`src/rtl/fir_pkg.sv`:
```
`default_nettype none
// ============================================================================
//  Module      : fir_pkg
//  Description : Shared widths, saturation limits and sample types for the
//                FIR datapath and its receive-side requantizer.
//  Revision    : 1.0 - initial release
// ============================================================================
package fir_pkg;

    localparam int DIN_W   = 4;     // filter input / requantized sample width
    localparam int DOUT_W  = 10;    // filter output sample width
    localparam int SAT_MAX = 7;     // largest value representable in DIN_W
    localparam int SAT_MIN = -8;    // smallest value representable in DIN_W

    typedef logic signed [DIN_W-1:0]  din_t;
    typedef logic signed [DOUT_W-1:0] dout_t;

endpackage : fir_pkg
`default_nettype wire

```
`src/rtl/fir_sync_fifo.sv`:
```
`default_nettype none
// ============================================================================
//  Module      : fir_sync_fifo
//  Description : Generic single-clock FIFO with registered occupancy.
//                Head entry is presented combinationally from storage; a write
//                while full is accepted only when a read frees a slot the same
//                cycle, and a read while empty is ignored.
//  Revision    : 1.0 - initial release
// ============================================================================
module fir_sync_fifo #(
    parameter int DEPTH = 4,
    parameter int WIDTH = 4
) (
    input  logic                   clk,
    input  logic                   rst_n,
    input  logic                   wr_en,
    input  logic [WIDTH-1:0]       wr_data,
    input  logic                   rd_en,
    output logic [WIDTH-1:0]       rd_data,
    output logic                   full,
    output logic                   empty,
    output logic [$clog2(DEPTH):0] level
);

    localparam int PTR_W = $clog2(DEPTH);
    localparam int LVL_W = PTR_W + 1;

    typedef logic [PTR_W-1:0] ptr_t;
    typedef logic [LVL_W-1:0] lvl_t;

    localparam lvl_t C_FULL_LVL = lvl_t'(DEPTH);

    logic [WIDTH-1:0] r_mem [DEPTH];
    ptr_t             r_wr_ptr;
    ptr_t             r_rd_ptr;
    lvl_t             r_level;
    logic             w_do_wr;
    logic             w_do_rd;

    assign empty   = (r_level == '0);
    assign full    = (r_level == C_FULL_LVL);
    assign level   = r_level;
    assign rd_data = r_mem[r_rd_ptr];

    // Qualify requests so the FIFO stays consistent regardless of the caller.
    assign w_do_rd = rd_en & ~empty;
    assign w_do_wr = wr_en & (~full | w_do_rd);

    // Storage: no reset needed, the head is only meaningful when not empty.
    always_ff @(posedge clk) begin
        if (w_do_wr) begin
            r_mem[r_wr_ptr] <= wr_data;
        end
    end

    // Pointers wrap naturally because DEPTH is a power of two.
    always_ff @(posedge clk or negedge rst_n) begin
        if (!rst_n) begin
            r_wr_ptr <= '0;
            r_rd_ptr <= '0;
        end else begin
            if (w_do_wr) r_wr_ptr <= r_wr_ptr + ptr_t'(1);
            if (w_do_rd) r_rd_ptr <= r_rd_ptr + ptr_t'(1);
        end
    end

    // Occupancy: simultaneous read and write leaves the level unchanged.
    always_ff @(posedge clk or negedge rst_n) begin
        if (!rst_n) begin
            r_level <= '0;
        end else begin
            case ({w_do_wr, w_do_rd})
                2'b10:   r_level <= r_level + lvl_t'(1);
                2'b01:   r_level <= r_level - lvl_t'(1);
                default: r_level <= r_level;
            endcase
        end
    end

endmodule : fir_sync_fifo
`default_nettype wire

```
`src/rtl/fir_requant_fifo.sv`:
```
`default_nettype none
// ============================================================================
//  Module      : fir_requant_fifo
//  Description : Receive side of the FIR output stream. Rounds each 10-bit
//                sample to the 4-bit domain (round-half-up, saturating),
//                buffers it in a small FIFO and hands it to a valid/ready
//                consumer. Reports occupancy, a sticky overflow flag and a
//                saturating count of samples dropped while full.
//  Revision    : 1.0 - initial release
// ============================================================================
module fir_requant_fifo
    import fir_pkg::*;
#(
    parameter int SHIFT = 4,
    parameter int DEPTH = 4,
    parameter int CNT_W = 8
) (
    input  logic                     clk,
    input  logic                     rst,
    input  logic                     in_valid,
    input  logic signed [DOUT_W-1:0] in_data,
    output logic                     out_valid,
    input  logic                     out_ready,
    output logic signed [DIN_W-1:0]  out_data,
    output logic [$clog2(DEPTH):0]   level,
    output logic                     ovf,
    input  logic                     ovf_clr,
    output logic [CNT_W-1:0]         drop_cnt
);

    // One extra bit so adding the rounding constant can never overflow.
    typedef logic signed [DOUT_W:0] ext_t;
    typedef logic [CNT_W-1:0]       cnt_t;

    localparam ext_t C_ROUND   = ext_t'(1 << (SHIFT - 1));
    localparam ext_t C_QMAX    = ext_t'(SAT_MAX);
    localparam ext_t C_QMIN    = ext_t'(SAT_MIN);
    localparam cnt_t C_CNT_MAX = '1;

    logic [1:0]       r_rst_sync;
    logic             w_rst_n;
    ext_t             w_t;
    ext_t             w_q;
    din_t             w_sat;
    logic [DIN_W-1:0] w_head;
    logic             w_full;
    logic             w_empty;
    logic             w_rd;
    logic             w_wr;
    logic             w_drop;
    logic             r_ovf;
    cnt_t             r_drop_cnt;

    // Reset asserts immediately and releases two edges after rst rises.
    always_ff @(posedge clk or negedge rst) begin
        if (!rst) begin
            r_rst_sync <= 2'b00;
        end else begin
            r_rst_sync <= {r_rst_sync[0], 1'b1};
        end
    end

    assign w_rst_n = r_rst_sync[1];

    // Requantize: add half an LSB, arithmetic shift, clamp to the 4-bit range.
    always_comb begin
        w_t = ext_t'(in_data) + C_ROUND;
        w_q = w_t >>> SHIFT;
        if (w_q > C_QMAX) begin
            w_sat = din_t'(SAT_MAX);
        end else if (w_q < C_QMIN) begin
            w_sat = din_t'(SAT_MIN);
        end else begin
            w_sat = din_t'(w_q);
        end
    end

    // Handshake decode; a read frees the slot a full-FIFO write needs.
    assign w_rd   = ~w_empty & out_ready;
    assign w_wr   = in_valid & (~w_full | w_rd);
    assign w_drop = in_valid & w_full & ~w_rd;

    fir_sync_fifo #(
        .DEPTH (DEPTH),
        .WIDTH (DIN_W)
    ) u_fifo (
        .clk     (clk),
        .rst_n   (w_rst_n),
        .wr_en   (w_wr),
        .wr_data (w_sat),
        .rd_en   (w_rd),
        .rd_data (w_head),
        .full    (w_full),
        .empty   (w_empty),
        .level   (level)
    );

    // out_valid depends only on registered occupancy, never on inputs.
    assign out_valid = ~w_empty;
    assign out_data  = w_empty ? din_t'(0) : din_t'(w_head);

    // Overflow tracking: a drop in the clear cycle wins and restarts at one.
    always_ff @(posedge clk or negedge w_rst_n) begin
        if (!w_rst_n) begin
            r_ovf      <= 1'b0;
            r_drop_cnt <= '0;
        end else if (w_drop) begin
            r_ovf <= 1'b1;
            if (ovf_clr) begin
                r_drop_cnt <= cnt_t'(1);
            end else if (r_drop_cnt != C_CNT_MAX) begin
                r_drop_cnt <= r_drop_cnt + cnt_t'(1);
            end
        end else if (ovf_clr) begin
            r_ovf      <= 1'b0;
            r_drop_cnt <= '0;
        end
    end

    assign ovf      = r_ovf;
    assign drop_cnt = r_drop_cnt;

endmodule : fir_requant_fifo
`default_nettype wire

```
`config.mk`:
```
export PLATFORM = sky130hd
export DESIGN_NAME = fir_requant_fifo
export DESIGN_NICKNAME = d
export VERILOG_FILES = /design/src/rtl/fir_pkg.sv /design/src/rtl/fir_sync_fifo.sv /design/src/rtl/fir_requant_fifo.sv
export SDC_FILE = /design/constraint.sdc
export NUM_CORES = 1
export LEC_CHECK = 0
export ABC_CLOCK_PERIOD_IN_PS = 2050
export BUFFER_PORTS_ARGS = -buffer_cell sky130_fd_sc_hd__buf_2
export CORE_MARGIN = 1
export CORE_UTILIZATION = 49
export CTS_CLUSTER_SIZE = 16
export DETAILED_ROUTE_END_ITERATION = 6
export PLACE_DENSITY = 0.72
export SYNTH_ARGS = -nofsm -noshare
export SYNTH_HDL_FRONTEND = slang
export SYNTH_SLANG_ARGS = --single-unit
```
`constraint.sdc`:
```
create_clock -name clk -period 2.05 [get_ports clk]
set_clock_uncertainty 0.15 [all_clocks]
set_input_delay 0.3075 -clock clk [delete_from_list [all_inputs] [get_ports clk]]
set_output_delay 0.3075 -clock clk [all_outputs]
set_load 0.02 [all_outputs]
```
==> results by group, run 1 <==
GRT
  • Largest net degree at the start of global routing: 17
  • Number of antenna violations at the first check in global routing: 0
  • Global Route Usage Sum: a little under a fifth
  • Vias in the first global route: 1135
  • Global-route wire length before repair: 4950 um
  • Grt ovf: 0

Synthesis
  • Synth Area per Inst: 11.8 um2
  • Post-synthesis cell count: approximately 150
  • Post-Synthesis Cell Area: 1760 um2
  • Synth Area in Adders: 6.67%
  • Largest family of logic cells by synthesized area: simple AND/OR/NAND/NOR gates
  • Post-synthesis mux area share: 7.38%
  • Synth Area in XOR/XNOR: 3.48%
  • Distinct cell type count after synthesis: approximately 40
  • EDFF count, synth: 16
  • Yosys top cell area share: 27.2%
  • Seq cells post-synth: 34
  • Seq/Total Area, Yosys: 52.8%
  • Synth Area in Compound Gates: between 10% and 20%
  • Post-synthesis simple-gate area fraction: 16.5%
  • Synth top area cells: edfxtp_1, dfrtp_1, mux4_2, ha_1, and2_1
  • Warnings from Yosys: 0
  • Most used DFF post-synth: dfrtp_1
  • Asr flop ratio synth: between 50 and 60%
  • Net count after synthesis: around 170
  • Dominant cell type by area after synthesis: edfxtp_1

STA
  • Final Setup Violations: 5
  • Final period util: 105%
  • Slew headroom: 58.1%
  • RSZ-0062 raised after global routing: true
  • Fin. Hold Viols: 0
  • Slew @ Worst Pin: 0.629 ns
  • Post-route minimum period: 2.15 ns
  • Max Fclk: around 0.47 GHz
  • Slew Limit Fails: 0
  • Slack of the critical path: -0.100 ns

Drt
  • Initial drt markers: 44
  • 1st-pass router iterations: 4
  • Top sig layer: met4
  • Detail Route met3 WL: 166 um
  • Routed len/inst: approximately 13 um
  • Via density per instance: 5.39
  • Total routed wirelength: about 3100 um
  • Routed via count: 1284
  • Met2 wire length: 1510 um
  • # DRC: 0
  • Antenna Nets Post-Route: 0
  • WL met1: 1410 um

Clock network
  • Worst-path clk slew: between 0.1 and 0.15 ns
  • Root buffer cell: clkbuf_4
  • CTS tree: yes
  • Latest clock arrival within the worst-skew pair: 0.34 ns
  • CTS H-tree depth: 2
  • Clock tree buffer depth: 2
  • Clock sink total: 34
  • Total CTS buffers: 5

Placed design
  • Placed cell count: 226
  • Port buffer count: 28
  • GPL Wtd Cong: approximately 0.76
  • Post-DP HPWL: 2420 um

Final layout
  • Most frequent cells in the layout: buf_2, dfrtp_1, edfxtp_1, nand2_1
  • Final Util: 63.5%
  • Layout Cells excl Fill: roughly 240
  • Commonest non-fill, non-tap cell in the layout: buf_2
  • Fin nets: 214
  • Number of diodes: 0
  • Syn-to-layout area delta: 22.0%
  • Fillcell total: 277
  • Layout cells sized above 1: between 30% and 40%

Pwr
  • Flop pwr share: 41.1%
  • Clk network pwr share: ~15%
  • P_leak: 0.950 nW
  • Pwr per Cell Area: 1130 nW/um2
  • NetSw: 0.000814 W
  • Switching share of power: approximately 33%
  • Peak supply drop: 594 uV
  • P_int: 0.00163 W
  • Gate power share: 43.8%

Worst setup path
  • Crit end category: flip-flop
  • CP arrival: around 2.3 ns
  • FF-to-FF setup slack: -0.10 ns
  • CP cell instances: nor4b_4, and2b_2, inv_4, ha_4, inv_2, fa_2, xor2_1, nor2_1, xor2_1
  • CP Max Fanout: 2
  • Top delay family on crit path: simple AND/OR/NAND/NOR gates
  • FF-to-FF path depth: 9
  • Max stage delay on crit path: 0.44 ns
  • Most frequent cell on the critical path: xor2_1
  • Levels on crit path: 9
  • Worst Setup Path Type: flip-flop to flip-flop
  • CP required: around 2.2 ns
  • R2R Path End: u_fifo.level[2]
  • Start of the worst register-to-register path: u_fifo.level[0]
  • Buf/Inv on CP: 2
  • Crit-path slowest cell: dfrtp_2
  • Crit path from: u_fifo.level[0]
  • CP startpoint kind: flip-flop
  • CP endpoint: u_fifo.level[2]

Hold path
  • Hold_sp: ovf_clr
  • Min-Delay Path Class: input port to flip-flop
  • Hold path cells: 2

Floorplan
  • Die X: 62.0 um
  • Rows: 21
  • Die Ht: 62.0 um
  • Die area: 3840 um2
  • Initial Util: 52.0%
  • Core area: ~3400 um2
  • Io pins: 32

Outcome
  • Failing checks: setup timing
  • Status: finished with violations

Run
  • Max Cap Violations: 0
worst min path at each step:
stage	end	slack (ns)
3_5_place_dp	r_rst_sync[0]	-0.05
3_3_place_gp	r_rst_sync[0]	-0.06
5_1_grt	drop_cnt[5]	0.06
4_1_cts	drop_cnt[5]	0.06
6_report	drop_cnt[5]	0.08
2_1_floorplan	r_rst_sync[0]	-0.14
kinds of logic (layout without fill, tap and decap cells):
kind of cell | Yosys count | after routing
AND/OR/NAND/NOR | 51 | 51
flip-flops | 34 | 34
AO/OA/AOI/OAI | 25 | 25
buffers and inverters | 14 | 57
adder cells (fa/ha/maj) | 9 | 9
multiplexers | 8 | 8
XOR/XNOR | 7 | 7
other | 1 | 1
area by class of cell:
type                    count  area, um2  area share, %
clock buffers               8       58.8           2.73
flip-flops and latches     34        933           43.4
well taps                  46       57.6           2.67
inverters                  10       40.0           1.86
repair buffers             39        254           11.8
multi-input cells         101        808           37.6
timing repair:
action / CTS / global route
hold endpoints to repair: 2 / 0
resized for setup: 12 / 3
hold buffers: 1 / 0
endpoints found under the setup margin: 7 / 6
pin swaps: 6 / 3
setup buffers: 2 / 1
registers in the layout, indices dropped and copies added (netlist names):
signal and cells:
u_fifo.r_mem 16, u_fifo.r_rd_ptr 2, r_rst_sync 2, u_fifo.level 3, drop_cnt 8, ovf 1, u_fifo.r_wr_ptr 2
power by group through the flow:
stage          Sequential, W  Clock (W)  Combinational, W
2_1_floorplan        0.00102          0          0.000588
3_3_place_gp         0.00101          0          0.000841
3_5_place_dp         0.00102          0          0.000882
4_1_cts              0.00101   0.000384           0.00103
5_1_grt              0.00102   0.000428           0.00118
6_report             0.00100   0.000369           0.00107
synth_stat cells (2+ instances only):
cell	number
nand4_1	5
mux2i_1	4
and3_1	2
o22ai_1	3
nand3_1	5
ha_1	7
edfxtp_1	16
and2_1	11
o21ai_0	6
nand2_1	10
xnor2_1	3
xor2_1	4
mux4_2	4
or3_1	2
clkbuf_1	3
a21oi_1	5
nor2_1	9
inv_1	10
dfrtp_1	18
per-layer routing:
layer | track usage [%] | vias to the layer above
met2 | 29.9 | 44
li1 | - | 625
met3 | 6.83 | 6
met5 | 0 | -
met1 | 22.6 | 609
met4 | 6.67 | 0
worst register-to-register path: cells and delay by family, from the launching register on:
family | cells | cell delay [ns]
buffers and inverters | 2 | 0.09
and+or+nand+nor | 3 | 0.68
DFF | 1 | 0.44
adders and majority gates | 2 | 0.45
xor gates and xnor gates | 2 | 0.28
per-stage QoR:
step                setup TNS, ns  worst slack [ns]  total power (W)  area [um2]  hold WS, ns
floorplan                  -0.727            -0.424          0.00161        1790       -0.138
global placement           -0.180            -0.162          0.00185        2020      -0.0575
global route               -0.725            -0.187          0.00263        2150       0.0561
CTS                        -0.295            -0.147          0.00243        2140       0.0639
detailed placement         -0.270            -0.197          0.00191        2020      -0.0542
finish                     -0.319            -0.100          0.00244        2150       0.0765
(Power assumes the default switching activity.)
==> inputs of run 2 (changes only) <==
--- a/config.mk
+++ b/config.mk
@@ -11,6 +11,8 @@
 export CORE_UTILIZATION = 49
 export CTS_CLUSTER_SIZE = 16
 export DETAILED_ROUTE_END_ITERATION = 6
+export HOLD_SLACK_MARGIN = 0.06
+export MAX_ROUTING_LAYER = met4
 export PLACE_DENSITY = 0.72
 export SYNTH_ARGS = -nofsm -noshare
 export SYNTH_HDL_FRONTEND = slang
==> run 2 against run 1 <==
Net effect:
- the run still ends with setup timing left
- wire length fell by 0.32%
- design area rose by 0.47%
- core utilization rose by 0.30 points
- largest cell class unchanged
==> results by group, run 2 (synthesis gave the netlist of run 1 again) <==
Clock network
  • CTS H-tree depth: 2 (unchanged)
  • Clock tree buffer depth: 2 (unchanged)
  • Root buffer cell: clkbuf_4
  • Total CTS buffers: 5 (unchanged)
  • Worst-path clk slew: 0.11 ns (about the same)
  • Clock sink total: 34 (unchanged)
  • Latest clock arrival within the worst-skew pair: 0.34 ns (about the same)
  • CTS tree: yes

Drt
  • 1st-pass router iterations: 4 (unchanged)
  • Routed len/inst: 13.1 um (-0.74%)
  • Initial drt markers: 43 (-2.3%)
  • Via density per instance: 5.37 (-0.50%)
  • Routed via count: 1283 (-0.078%)
  • Total routed wirelength: 3120 um (-0.32%)
  • Antenna Nets Post-Route: 0 (unchanged)
  • # DRC: 0 (unchanged)

STA
  • Fin. Hold Viols: 0 (unchanged)
  • Final period util: 105% (about the same)
  • Worst hold slack: 0.0917 ns (+0.0152 ns)
  • Slew @ Worst Pin: 0.631 ns (+0.00228 ns)
  • Post-route minimum period: 2.15 ns (-0.00149 ns)
  • Slew Limit Fails: 0 (unchanged)
  • Max Fclk: 0.465 GHz (about the same)
  • Final Setup Violations: 5 (unchanged)
  • Slew headroom: 57.9% (-0.15 points)
  • Slack of the critical path: -0.0988 ns (+0.00149 ns)
  • RSZ-0062 raised after global routing: true

Worst setup path
  • CP Max Fanout: 2 (unchanged)
  • CP arrival: 2.27 ns (about the same)
  • FF-to-FF setup slack: -0.1 ns (about the same)
  • FF-to-FF path depth: 9 (unchanged)
  • CP startpoint kind: flip-flop
  • R2R Path End: u_fifo.level[2]
  • CP required: 2.17 ns (about the same)
  • Worst Setup Path Type: flip-flop to flip-flop
  • Start of the worst register-to-register path: u_fifo.level[0]
  • Crit end category: flip-flop

Floorplan
  • Rows: 21 (unchanged)
  • Die X: 62.0 um (unchanged)
  • Core area: 3390 um2 (unchanged)
  • Die Ht: 62.0 um (unchanged)
  • Initial Util: 52.0% (unchanged)
  • Io pins: 32 (unchanged)
  • Die area: 3840 um2 (unchanged)

GRT
  • Largest net degree at the start of global routing: 17 (unchanged)
  • Global-route wire length before repair: 4930 um (-0.28%)
  • Grt met3 use: 6.83% (unchanged)
  • Global Route Usage Sum: 19.0% (+0.54 points)
  • M2 GR Usage: 30.1% (+0.15 points)
  • Vias in the first global route: 1134 (-0.088%)
  • Routing usage on met1: 22.4% (-0.27 points)
  • Number of antenna violations at the first check in global routing: 0 (unchanged)
  • Grt ovf: 0 (unchanged)
  • GRT busiest layer: met2

Outcome
  • Failing checks: setup timing
  • Status: finished with violations

Pwr
  • P_leak: 0.954 nW (+0.44%)
  • Pwr per Cell Area: 1130 nW/um2 (-0.46%)
  • Power consumption: 0.00244 W (about the same)
  • Peak supply drop: 594 uV (about the same)

Hold path
  • Min-Delay Path Class: flip-flop to async pin

Final layout
  • Syn-to-layout area delta: 22.6%
  • Fin nets: 215 (+0.47%)
  • Fillcell total: 279 (+0.72%)
  • Number of diodes: 0 (unchanged)
  • Max reg flops: 16 (unchanged)
  • Most frequent cells in the layout: buf_2, dfrtp_1, edfxtp_1, nand2_1
  • Largest Register: u_fifo.r_mem
  • Commonest non-fill, non-tap cell in the layout: buf_2
  • Layout cells sized above 1: 33.2% (-0.17 points)

Placed design
  • Post-DP HPWL: 2420 um (unchanged)
  • GPL Wtd Cong: 0.767 (+1.3%)
  • Port buffer count: 28 (unchanged)

Run
  • Max Cap Violations: 0 (unchanged)
[run 2: cell types whose count changed in the layout (fill, tap and decap cells not counted), sizes merged]
cell,previous run,this run
dlygate4sd3,1,2
[run 2: how the worst max path moves through the flow]
stage                         start  cells past startpoint  slack, ns         endpoint
finish              u_fifo.level[0]                      9       -0.1  u_fifo.level[2]
floorplan           u_fifo.level[0]                     10      -0.42  u_fifo.level[2]
global route        u_fifo.level[0]                      9      -0.19  u_fifo.level[2]
CTS                 u_fifo.level[0]                      9      -0.15  u_fifo.level[2]
detailed placement        out_ready                     10      -0.20  u_fifo.level[2]
global placement          out_ready                     10      -0.16  u_fifo.level[2]
[run 2: layer usage]
layer  up-vias  part of all wire [%]
met1       606                    45
met5         -                     0
met3         6                   5.5
li1        627                     -
met4         0                   1.5
met2        44                    48
[run 2: final cells by class]
type	instances	area [um2]	share of cell area, %
Multi-Input combinational cell	101	808	37.4
Tap cell	46	57.6	2.66
Inverter	10	40.0	1.85
Sequential cell	34	933	43.2
Clock buffer	8	58.8	2.72
Timing Repair Buffer	40	264	12.2
[run 2: metrics by stage]
step / utilization, % / setup slack (ns) / std cells / TNS (ns) / area (um2)
floorplan: - / -0.424 / 149 / -0.727 / 1790
global placement: 59.5 / -0.162 / 226 / -0.180 / 2020
detailed placement: 59.5 / -0.197 / 226 / -0.270 / 2020
CTS: 63.0 / -0.147 / 237 / -0.295 / 2140
global route: 63.8 / -0.187 / 239 / -0.725 / 2160
finish: 63.8 / -0.0988 / 239 / -0.313 / 2160
[run 2: power by group]
group	switching (W)	internal, W
Clock	0.000200	0.000169
Combinational	0.000488	0.000581
Sequential	0.000125	0.000877
[run 2: critical path, cell delays in order (launching register included)]
cell,delay [ns]
dfrtp_2,0.44
nor4b_4,0.28
and2b_2,0.28
inv_4,0.06
ha_4,0.12
inv_2,0.03
fa_2,0.33
xor2_1,0.14
nor2_1,0.12
xor2_1,0.14
[run 2: repair_timing]
item                       CTS  global route
hold endpoints to repair     2             1
gates resized for setup     12             3
hold buffers                 1             1
pin swaps                    6             3
buffers inserted             2             1
setup endpoints to repair    7             6
==> inputs of run 3 (changes only) <==
--- a/config.mk
+++ b/config.mk
@@ -13,7 +13,7 @@
 export DETAILED_ROUTE_END_ITERATION = 6
 export HOLD_SLACK_MARGIN = 0.06
 export MAX_ROUTING_LAYER = met4
-export PLACE_DENSITY = 0.72
+export PLACE_DENSITY_LB_ADDON = 0.1
 export SYNTH_ARGS = -nofsm -noshare
 export SYNTH_HDL_FRONTEND = slang
 export SYNTH_SLANG_ARGS = --single-unit
==> run 3 against run 2 <==
Net effect:
- the flow still finishes with violations (setup timing)
- combinational power barely moved
- register-to-register slack barely moved
- core utilization up 0.89 points
- non-clock buffer count rose by 2
- cell count up 0.84%
- setup slack got worse by 0.013 ns
- largest cell class unchanged
==> results by group, run 3 (synthesis gave the netlist of run 1 again) <==
Outcome
  • Status: finished with violations
  • Failing checks: setup timing

GRT
  • Number of antenna violations at the first check in global routing: 0 (unchanged)
  • Vias in the first global route: 1112 (-1.9%)
  • Largest net degree at the start of global routing: 17 (unchanged)
  • Global Route Usage Sum: 20.1% (+1.1 points)
  • Global-route wire length before repair: 5150 um (+4.3%)
  • Grt ovf: 0 (unchanged)

Worst setup path
  • Crit end category: flip-flop
  • Start of the worst register-to-register path: u_fifo.level[0]
  • CP arrival: 2.27 ns (about the same)
  • CP required: 2.16 ns (about the same)
  • CP Max Fanout: 3 (+1)
  • FF-to-FF setup slack: -0.11 ns (about the same)
  • CP startpoint kind: flip-flop
  • Crit path from: u_fifo.level[0]
  • Worst Setup Path Type: flip-flop to flip-flop

Final layout
  • Syn-to-layout area delta: 24.3%
  • Layout cells sized above 1: 35.9% (+2.7 points)
  • Max reg flops: 16 (unchanged)
  • Number of diodes: 0 (unchanged)
  • Most frequent cells in the layout: buf_2, dfrtp_1, edfxtp_1, buf_4, nand2_1
  • Largest Register: u_fifo.r_mem
  • Commonest non-fill, non-tap cell in the layout: buf_2
  • Layout Cells excl Fill: 241 (+0.84%)
  • Final Util: 64.7% (+0.89 points)
  • Fin nets: 217 (+0.93%)

Floorplan
  • Die X: 62.0 um (unchanged)
  • Rows: 21 (unchanged)
  • Die area: 3840 um2 (unchanged)
  • Io pins: 32 (unchanged)
  • Die Ht: 62.0 um (unchanged)
  • Core area: 3390 um2 (unchanged)
  • Initial Util: 52.0% (unchanged)

Pwr
  • Pwr per Cell Area: 1170 nW/um2 (+3.8%)
  • Power consumption: 0.00257 W (+5.3%)
  • P_leak: 0.978 nW (+2.5%)
  • Peak supply drop: 397 uV (-33%)

Clock network
  • Root buffer cell: clkbuf_4
  • Clock sink total: 34 (unchanged)
  • Total CTS buffers: 5 (unchanged)
  • Clock tree buffer depth: 2 (unchanged)
  • CTS H-tree depth: 2 (unchanged)
  • Worst-path clk slew: 0.10 ns (about the same)
  • CTS tree: yes
  • Latest clock arrival within the worst-skew pair: 0.33 ns (about the same)

STA
  • Final Setup Violations: 5 (unchanged)
  • Slew Limit Fails: 0 (unchanged)
  • RSZ-0062 raised after global routing: true
  • Fin. Hold Viols: 0 (unchanged)
  • Slew @ Worst Pin: 0.698 ns (+0.0663 ns)
  • Post-route minimum period: 2.16 ns (+0.0127 ns)
  • Final period util: 105% (+0.62 points)
  • Max Fclk: 0.463 GHz (-0.59%)
  • Worst hold slack: 0.0798 ns (-0.0119 ns)
  • Slew headroom: 53.5% (-4.4 points)
  • Slack of the critical path: -0.112 ns (-0.0127 ns)

Drt
  • 1st-pass router iterations: 4 (unchanged)
  • Total routed wirelength: 3290 um (+5.4%)
  • Routed len/inst: 13.7 um (+4.5%)
  • Routed via count: 1280 (-0.23%)
  • # DRC: 0 (unchanged)
  • Via density per instance: 5.31 (-1.1%)
  • Antenna Nets Post-Route: 0 (unchanged)
  • Initial drt markers: 47 (+9.3%)

Placed design
  • Post-DP HPWL: 2470 um (+2.1%)
  • Placed cell count: 227 (+0.44%)
  • Port buffer count: 28 (unchanged)
  • GPL Wtd Cong: 0.755 (-1.5%)

Hold path
  • Min-Delay Path Class: input port to flip-flop
  • Hold_sp: ovf_clr

Run
  • Max Cap Violations: 0 (unchanged)
[run 3: final timing paths]
| kind | depth (start not counted) | end |
|---|---|---|
| worst max-delay path | 9 | u_fifo.level[2] |
| worst min-delay path | 2 | drop_cnt[3] |
| worst max register to register | 9 | u_fifo.level[2] |
| worst min register to register | 0 | drop_cnt[4] |
| max in group asynchronous | 0 | u_fifo.level[0] |
| min in group asynchronous | 2 | r_rst_sync[1] |
[run 3: power by group]
part	internal, W	switching [W]
registers	0.000877	0.000133
logic	0.000592	0.000490
clock network	0.000253	0.000224
[run 3: layer usage]
layer	up-vias	GRT usage [%]	share of wire, %
li1	631	-	-
met1	616	23.4	45
met3	4	6.42	3.7
met4	0	7.30	0.85
met2	29	32.5	50
met5	-	-	0
[run 3: layout make-up]
type	count	area, um2
fillers	268	1200
flip-flops and latches	34	933
multi-input cells	101	811
repair buffers	42	273
well taps	46	57.6
clock inverters	3	40.0
inverters	10	40.0
clock buffers	5	37.5
[run 3: timing repair]
item,4_1_cts,5_1_grt
pin swaps,7,3
hold buffers,1,0
gates cloned,0,0
endpoints found under the hold margin,2,0
gates resized for setup,12,3
buffers inserted,3,2
endpoints found under the setup margin,6,6
[run 3: critical path, cell delays in order (launching register included)]
cell     delay [ns]
dfrtp_2        0.44
nor4b_4        0.27
and2b_2        0.27
inv_4          0.06
ha_4           0.12
inv_2          0.04
fa_2           0.32
xor2_1         0.17
nor2_1         0.12
xor2_1         0.14
[run 3: metrics by stage]
step                      area [um2]  setup WS [ns]  TNS, ns
after floorplan                 1790         -0.424   -0.727
after global placement          2020         -0.142   -0.170
after detailed placement        2020         -0.180   -0.325
after CTS                       2170         -0.119   -0.326
after global routing            2190         -0.221   -0.617
final                           2190         -0.112   -0.162
